[src/rtl/dtw_pkg.sv]
// Shared definitions for the DTW reference reader and the reference memory.
package dtw_pkg;

  localparam int DTW_WIDTH   = 16;
  localparam int DTW_PTR_WID = 18;

  typedef enum logic [1:0] {
    ST_IDLE  = 2'd0,
    ST_RUN   = 2'd1,
    ST_DRAIN = 2'd2
  } dtw_state_e;

  // Counter width able to hold 0..depth inclusive.
  function automatic int dtw_cnt_w(input int depth);
    return $clog2(depth + 1);
  endfunction

endpackage

[src/rtl/dtw_ref_skid_fifo.sv]
// Small circular output buffer for the reference reader; flush empties it in one cycle.
module dtw_ref_skid_fifo
  import dtw_pkg::*;
#(
  parameter int WIDTH = DTW_WIDTH + 1,
  parameter int DEPTH = 2,
  parameter int CNT_W = dtw_cnt_w(DEPTH)
) (
  input  logic             clk,
  input  logic             rstn,
  input  logic             flush,
  input  logic             push,
  input  logic [WIDTH-1:0] din,
  input  logic             pop,
  output logic [WIDTH-1:0] dout,
  output logic [CNT_W-1:0] count,
  output logic             empty,
  output logic             full
);

  localparam int PTR_W = (DEPTH > 1) ? $clog2(DEPTH) : 1;

  logic [WIDTH-1:0] store [DEPTH];
  logic [PTR_W-1:0] rd_ptr;
  logic [PTR_W-1:0] wr_ptr;
  logic             do_push;
  logic             do_pop;

  function automatic logic [PTR_W-1:0] ptr_inc(input logic [PTR_W-1:0] p);
    return (p == PTR_W'(DEPTH - 1)) ? '0 : p + 1'b1;
  endfunction

  assign empty   = (count == '0);
  assign full    = (count == CNT_W'(DEPTH));
  assign do_pop  = pop & ~empty;
  assign do_push = push & (~full | do_pop);
  // Output reads as zero whenever nothing is held.
  assign dout    = empty ? '0 : store[rd_ptr];

  always_ff @(posedge clk) begin
    if (!rstn) begin
      rd_ptr <= '0;
      wr_ptr <= '0;
      count  <= '0;
    end else if (flush) begin
      rd_ptr <= '0;
      wr_ptr <= '0;
      count  <= '0;
    end else begin
      if (do_push) wr_ptr <= ptr_inc(wr_ptr);
      if (do_pop)  rd_ptr <= ptr_inc(rd_ptr);
      case ({do_push, do_pop})
        2'b10:   count <= count + 1'b1;
        2'b01:   count <= count - 1'b1;
        default: count <= count;
      endcase
    end
  end

  always_ff @(posedge clk) begin
    if (do_push) store[wr_ptr] <= din;
  end

endmodule

[src/rtl/dtw_ref_reader.sv]
// Streams a block of reference samples from one BRAM read port as a valid/ready beat stream.
// Optional DTW_REF_READER_RANGE_CHECK_EN rejects requests running past the top of memory.
module dtw_ref_reader
  import dtw_pkg::*;
#(
  parameter int WIDTH      = DTW_WIDTH,
  parameter int PTR_WID    = DTW_PTR_WID,
  parameter int FIFO_DEPTH = 2
) (
  input  logic               clk,
  input  logic               rstn,
  input  logic               start,
  input  logic [PTR_WID-1:0] base_addr,
  input  logic [PTR_WID:0]   length,
  input  logic               abort,
  output logic [PTR_WID-1:0] mem_addr,
  input  logic [WIDTH-1:0]   mem_dout,
  output logic [WIDTH-1:0]   m_data,
  output logic               m_valid,
  input  logic               m_ready,
  output logic               m_last,
  output logic               busy,
  output logic               done,
  output logic               err
);

  localparam int CNT_W = dtw_cnt_w(FIFO_DEPTH);
  localparam logic [CNT_W:0] DEPTH_C = (CNT_W + 1)'(FIFO_DEPTH);

  dtw_state_e       state;
  logic [PTR_WID:0] len_q;
  logic [PTR_WID:0] issued_q;
  logic             rd_vld_p1;
  logic             rd_last_p1;
  logic             done_q;
  logic             rd_en;
  logic             issued_last;
  logic             pop;
  logic             last_hs;
  logic             flush;
  logic             range_bad;
  logic [CNT_W-1:0] fifo_count;
  logic [CNT_W:0]   occ;
  logic             fifo_empty;
  logic             fifo_full;
  logic [WIDTH:0]   fifo_dout;

`ifdef DTW_REF_READER_RANGE_CHECK_EN
  localparam logic [PTR_WID+1:0] SPAN = {2'b01, {PTR_WID{1'b0}}};
  logic [PTR_WID+1:0] end_addr;
  assign end_addr  = {2'b00, base_addr} + {1'b0, length};
  assign range_bad = (end_addr > SPAN);
`else
  assign range_bad = 1'b0;
`endif

  assign pop         = m_valid & m_ready;
  assign occ         = {1'b0, fifo_count} + {{CNT_W{1'b0}}, rd_vld_p1};
  assign issued_last = ((issued_q + 1'b1) == len_q);
  // A beat leaving this cycle frees the slot the new read will need two cycles later.
  assign rd_en       = (state == ST_RUN) & ~abort & (((occ < DEPTH_C) & ~fifo_full) | pop);
  assign last_hs     = (state == ST_DRAIN) & ~abort & pop & m_last;
  assign flush       = abort & (state != ST_IDLE);

  assign m_valid = ~fifo_empty;
  assign m_data  = fifo_dout[WIDTH-1:0];
  assign m_last  = fifo_dout[WIDTH];
  assign done    = done_q | last_hs;

  always_ff @(posedge clk) begin
    if (!rstn) begin
      state     <= ST_IDLE;
      busy      <= 1'b0;
      done_q    <= 1'b0;
      err       <= 1'b0;
      rd_vld_p1 <= 1'b0;
      issued_q  <= '0;
      mem_addr  <= '0;
    end else begin
      done_q    <= 1'b0;
      err       <= 1'b0;
      rd_vld_p1 <= rd_en;
      if (rd_en) begin
        mem_addr <= mem_addr + 1'b1;
        issued_q <= issued_q + 1'b1;
      end
      unique case (state)
        ST_IDLE: begin
          if (start) begin
            if (range_bad) begin
              err <= 1'b1;
            end else if (length == '0) begin
              done_q <= 1'b1;
            end else begin
              state    <= ST_RUN;
              busy     <= 1'b1;
              mem_addr <= base_addr;
              issued_q <= '0;
            end
          end
        end
        ST_RUN: begin
          if (abort) begin
            state <= ST_IDLE;
            busy  <= 1'b0;
          end else if (rd_en && issued_last) begin
            state <= ST_DRAIN;
          end
        end
        ST_DRAIN: begin
          if (abort || last_hs) begin
            state <= ST_IDLE;
            busy  <= 1'b0;
          end
        end
        default: begin
          state <= ST_IDLE;
          busy  <= 1'b0;
        end
      endcase
    end
  end

  // p0 -> p1: read issued this cycle, BRAM data and last tag valid next cycle
  always_ff @(posedge clk) begin
    if (state == ST_IDLE && start) len_q <= length;
    rd_last_p1 <= issued_last;
  end

  // p1 -> buffer: returned word pushed with its last tag
  dtw_ref_skid_fifo #(
    .WIDTH (WIDTH + 1),
    .DEPTH (FIFO_DEPTH)
  ) u_fifo (
    .clk   (clk),
    .rstn  (rstn),
    .flush (flush),
    .push  (rd_vld_p1),
    .din   ({rd_last_p1, mem_dout}),
    .pop   (pop),
    .dout  (fifo_dout),
    .count (fifo_count),
    .empty (fifo_empty),
    .full  (fifo_full)
  );

endmodule

[config.mk]
export PLATFORM = sky130hd
export DESIGN_NAME = dtw_ref_reader
export DESIGN_NICKNAME = d
export VERILOG_FILES = /design/src/rtl/dtw_pkg.sv /design/src/rtl/dtw_ref_skid_fifo.sv /design/src/rtl/dtw_ref_reader.sv
export SDC_FILE = /design/constraint.sdc
export NUM_CORES = 1
export LEC_CHECK = 0
export ABC_AREA = 1
export BUFFER_PORTS_ARGS = -buffer_cell sky130_fd_sc_hd__clkbuf_2
export CAP_MARGIN = 15
export CELL_PAD_IN_SITES_DETAIL_PLACEMENT = 0
export CELL_PAD_IN_SITES_GLOBAL_PLACEMENT = 1
export CORE_AREA = 2 2 111 113
export CTS_CLUSTER_SIZE = 12
export DETAILED_ROUTE_END_ITERATION = 10
export DIE_AREA = 0 0 113 115
export PLACE_DENSITY_LB_ADDON = 0.1
export SYNTH_ARGS = -nofsm -noshare
export SYNTH_HDL_FRONTEND = slang
export SYNTH_SLANG_ARGS = --single-unit
export TNS_END_PERCENT = 10
[constraint.sdc]
create_clock -name clk -period 4.8 [get_ports clk]
set_input_delay 0.48 -clock clk [delete_from_list [all_inputs] [get_ports clk]]
set_output_delay 0.48 -clock clk [all_outputs]
set_load 0.1 [all_outputs]
Yosys cells after proc, flatten, opt, wreduce, memory -nomap -nowiden:

Memories as Yosys holds them, arrays and structs flattened. A register that Yosys moved wholly into a read port is not among the register bits.
Cells that the tools add are included.

* bits in writable memories: 34
* output and inout port bits: 39
* input port bits: 58
* bits in registers: 66
* word-level logic and storage cells: 88
* memories: 1

Memory list
* u_fifo.store: depth 2, width 17, rd ports 1, clocked after Yosys merged registers in 1, wr ports 1, RTL line dtw_ref_skid_fifo.sv:23 `logic [WIDTH-1:0] store [DEPTH];`

* reduce and logical (&&, ||, !) cells: 12
* add/subtract/negate cells: 7
* bitwise logic cells: 17
* mux-type cells: 28
* equal/unequal tests: 11
* magnitude comparators: 1

Operators with widths (number)
* $mux 19: 4
* $mux 18: 4
* $add 19x1->19 const B: 1
* $eq 19x19->1: 1
* $logic_not 19->1: 1
* $add 18x1->18 const B: 1
* $mux 17: 1
* $mux 1: 11
* $and 1x1->1: 10
* $mux 2: 5
* $reduce_and 4->1: 2
* $eq 2x2->1 const B: 3
* $ne 2x2->1 const B: 3
* $pmux 2 s3: 1
* $eq 2x1->1 const B: 2
* $logic_not 2->1: 2
* $not 1->1: 4
* $pmux 2 s2: 1
* $reduce_bool 2->1: 2
* $add 2x1->3: 1
* $lt 3x2->1 const B: 1
* $ne 3x2->1 const B: 1
* $or 1x1->1: 3
* $pmux 1 s3: 1
* other kinds (8): 10

Longest topological paths before layout:

* depth in word-level cells: 9
* depth in mapped cells: 15
* mapped depth without buffers: 15

By module:

From an unflattened synthesis, not the netlist that was laid out.

* cell total of the unflattened synthesis: 656
* area, all modules: 5142.4 sq um

By module, submodules not included
* dtw_ref_reader: times used 1, area an instance 3592.2 sq um, seq. area each 1431.4 sq um, cells an instance 525
* dtw_ref_skid_fifo: times used 1, area an instance 1550.2 sq um, seq. area each 1121.1 sq um, cells an instance 131

Worst setup path after synthesis:

OpenSTA, ideal clock, no wires.

* path kind: register to output
* from: register (tool-made name)
* to: output port done
* cell stages (with the launch flop): 6
* data arrival time: 2.883 ns
* data required time: 4.320 ns
* path buffers: 1
* path slack: 1.437 ns
* cell sequence: dfxtp_1 clkbuf_1 clkinv_1 nand2_1 a21oi_1 a31o_2

RTL lines
* end: declaration: RTL line dtw_ref_reader.sv:23 `output logic done,`

==> results.json <==
{
  "endpoint_kind": "output pin",
  "ys_types": 38,
  "ff2ff_setup_slack_ns": 2.30,
  "gp_congestion": 0.835,
  "clockBufferDepth": 2,
  "synth_compound_area_frac": 0.0985,
  "postSynthAreaPerCell_sq_um": 7.94,
  "cp.required_ns": 4.32,
  "arrival_ns": 2.63,
  "fin_crit_ns": 3.11,
  "outcome": "finished, violations left",
  "route.vias.total": 4525,
  "rsz0062_at_grt": "no",
  "nets": 800,
  "cts_resized": 0,
  "synth_area_leaders": "edfxtp_1 31%, dfxtp_1 19%, nand2_1 13%",
  "synth_edf_count": 53,
  "io_pins": 97,
  "r2r_cells": 10,
  "firstDrtPassIters": 9,
  "grt_pass1_vias": 4268,
  "cts_tree": "done",
  "synth_xor_area_frac": 0.0189,
  "drt-total-wl_microns": 12500,
  "die_w_microns": 113,
  "coreArea_sq_um": 11800,
  "powerDensity_nw_per_um2": 349,
  "r2r_end": "mem_addr[15]$_SDFF_PN0_",
  "async_reset_ff_frac": 0,
  "grt_overflow": 0,
  "irDropWorstVdd_mv": 0.202,
  "synth_mux_area_frac": 0,
  "synth_top_family_by_area": "simple AND/OR/NAND/NOR gates",
  "ant_nets": 0,
  "finClkSkew_ns": 0.00737,
  "clk_latency_ns": 0.35,
  "clkSlewWorstSetupHoldPaths_ns": 0.07,
  "leakage_uw": 0.00265,
  "grt.total_usage": 0.199,
  "fmax_ghz": 0.321,
  "seq_area_frac_synth": 0.501,
  "maxCapViolCount": 0,
  "regArea_sq_um": 2550,
  "critical_path_class": "reg -> out",
  "netlist_instances": 642,
  "cts.sinks": 101,
  "crit_fanout": 18,
  "yosys_warnings": 0,
  "fin_area_sq_um": 6030,
  "syn_area_sq_um": 5100,
  "start_kind": "flop",
  "io_buffers": 95,
  "yosysMostFrequentCell": "nand2_1",
  "die_h_microns": 115,
  "worstMarginPinSlew_ns": 1.05,
  "synth-simple-area-share": 0.304,
  "synthAdderAreaFrac": 0.00737,
  "cts-root-buf": "clkbuf_16",
  "drt_drc_violations_left": 7,
  "antenna_found_initial": 0,
  "yosys-top-cells-count": "173 x nand2_1, 76 x inv_1, 71 x nor2_1, 53 x edfxtp_1",
  "dpl_cell_area_sq_um": 5740,
  "tns_ns": 0,
  "area_delta_synth_final_pct": 18.3,
  "ys_ff_latch": 101,
  "dp.cells": 875,
  "avgRoutedWirePerCell_microns": 14.1,
  "hold_viol": 0,
  "finalNonFillerCells": 891,
  "slew_headroom": 0.296,
  "avgViaCountPerCell": 5.08,
  "htreeDepth": 3,
  "setup_violations": 0,
  "yosys_most_used_dff": "edfxtp_1",
  "start_util": 0.431,
  "synth.net_count": 703,
  "slew_viol_final": 0,
  "period_share": 0.649,
  "timing.rr.start": "state[0]$_SDFFE_PN0P_",
  "n_fill_cell": 1148,
  "synth_top_area_frac": 0.312,
  "first_iter_violations": 178,
  "cts_setup_buffers": 0,
  "hold_path_class": "in -> reg",
  "violations": "DRC",
  "grt_max_degree": 28,
  "rows": 40,
  "die-area_sq_um": 13000,
  "crit_end": "done",
  "cts_inserted_buffers": 9,
  "multi_input_area_sq_um": 2190,
  "n_antenna_cell": 0,
  "grt_pass1_wl_microns": 20200,
  "hold_buffers": 0,
  "yosys.area.top_type": "edfxtp_1",
  "drive_gt1_frac": 0.181,
  "dp_hpwl_microns": 9230
}
[per-stage QoR]
step                hold slack, ns  utilization  worst slack, ns  total power, uW
global placement             0.453        0.486             2.03             1390
floorplan                    0.404            -             1.44             1300
global route                 0.305        0.511             1.47             2190
detailed placement           0.460        0.486             1.98             1390
CTS                          0.306        0.511             1.59             2130
finish                       0.322        0.511             1.69             2100
[cells in the final DEF, fill, tap and decap left out, types with 6 or more instances in the layout]
master	netlist	final
a21oi_1	32	32
dfxtp_1	48	48
nor2_1	71	71
nand3_1	48	48
nand3b_1	6	6
buf_4	1	6
nand4_1	15	15
o21ai_0	23	23
inv_1	76	76
nor3_1	13	13
clkbuf_16	0	9
a211oi_1	18	18
nand2_1	173	173
clkbuf_2	0	95
edfxtp_1	53	53
xor2_1	7	7
[kinds of logic (layout without fill, tap and decap cells)]
kind of cell	after synthesis	count (layout)
adder cells (fa/ha/maj)	3	3
other	1	1
XOR/XNOR	11	11
flip-flops	101	101
buffers and inverters	93	195
AND/OR/NAND/NOR	348	348
AO/OA/AOI/OAI	85	85
[power by group]
group / internal (uW) / switching [uW] / leakage (uW)
Clock: 407 / 322 / 0.000132
Combinational: 85.5 / 297 / 0.00164
Sequential: 951 / 40.2 / 0.000887
[sequential cells by signal, summed over array words and instances, names as in the netlist, named ones only]
signal,flops
rd_vld_p1,1
u_fifo.store,34
u_fifo.rd_ptr,1
rd_last_p1,1
u_fifo.wr_ptr,1
state,2
len_q,19
u_fifo.count,2
done_q,1
issued_q,19
busy,1
mem_addr,18
[per-layer routing]
metal,vias up,track usage,share of wire
met5,-,0,0
li1,2327,-,-
met1,2071,0.249,0.46
met2,114,0.337,0.47
met4,0,0.0699,0.015
met3,13,0.0474,0.050
[worst min-delay path by stage]
stage	cells after the start	end	slack, ns	start
floorplan	0	u_fifo.store[0][16]$_DFFE_PP_	0.40	rd_last_p1$_DFF_P_
global placement	2	busy$_SDFFE_PN0P_	0.45	busy$_SDFFE_PN0P_
detailed placement	2	busy$_SDFFE_PN0P_	0.46	busy$_SDFFE_PN0P_
CTS	1	len_q[16]$_DFFE_PP_	0.31	length[16]
global route	1	u_fifo.store[0][5]$_DFFE_PP_	0.30	mem_dout[5]
finish	1	u_fifo.store[1][5]$_DFFE_PP_	0.32	mem_dout[5]
[area by class of cell]
cell class / instances / area share
sequential: 101 / 0.423
multi-input combinational: 448 / 0.363
timing repair buffer: 101 / 0.0863
inverter: 78 / 0.0485
clock buffer: 11 / 0.0386
tap: 147 / 0.0305
clock inverter: 5 / 0.0102
[critical path, cell delays in order (launching register included)]
cell	delay [ns]
dfxtp_1	0.74
clkinv_1	0.65
nand2_1	0.19
a21oi_1	0.13
a31o_2	0.22
clkbuf_2	0.36
(Power assumes the default switching activity.)
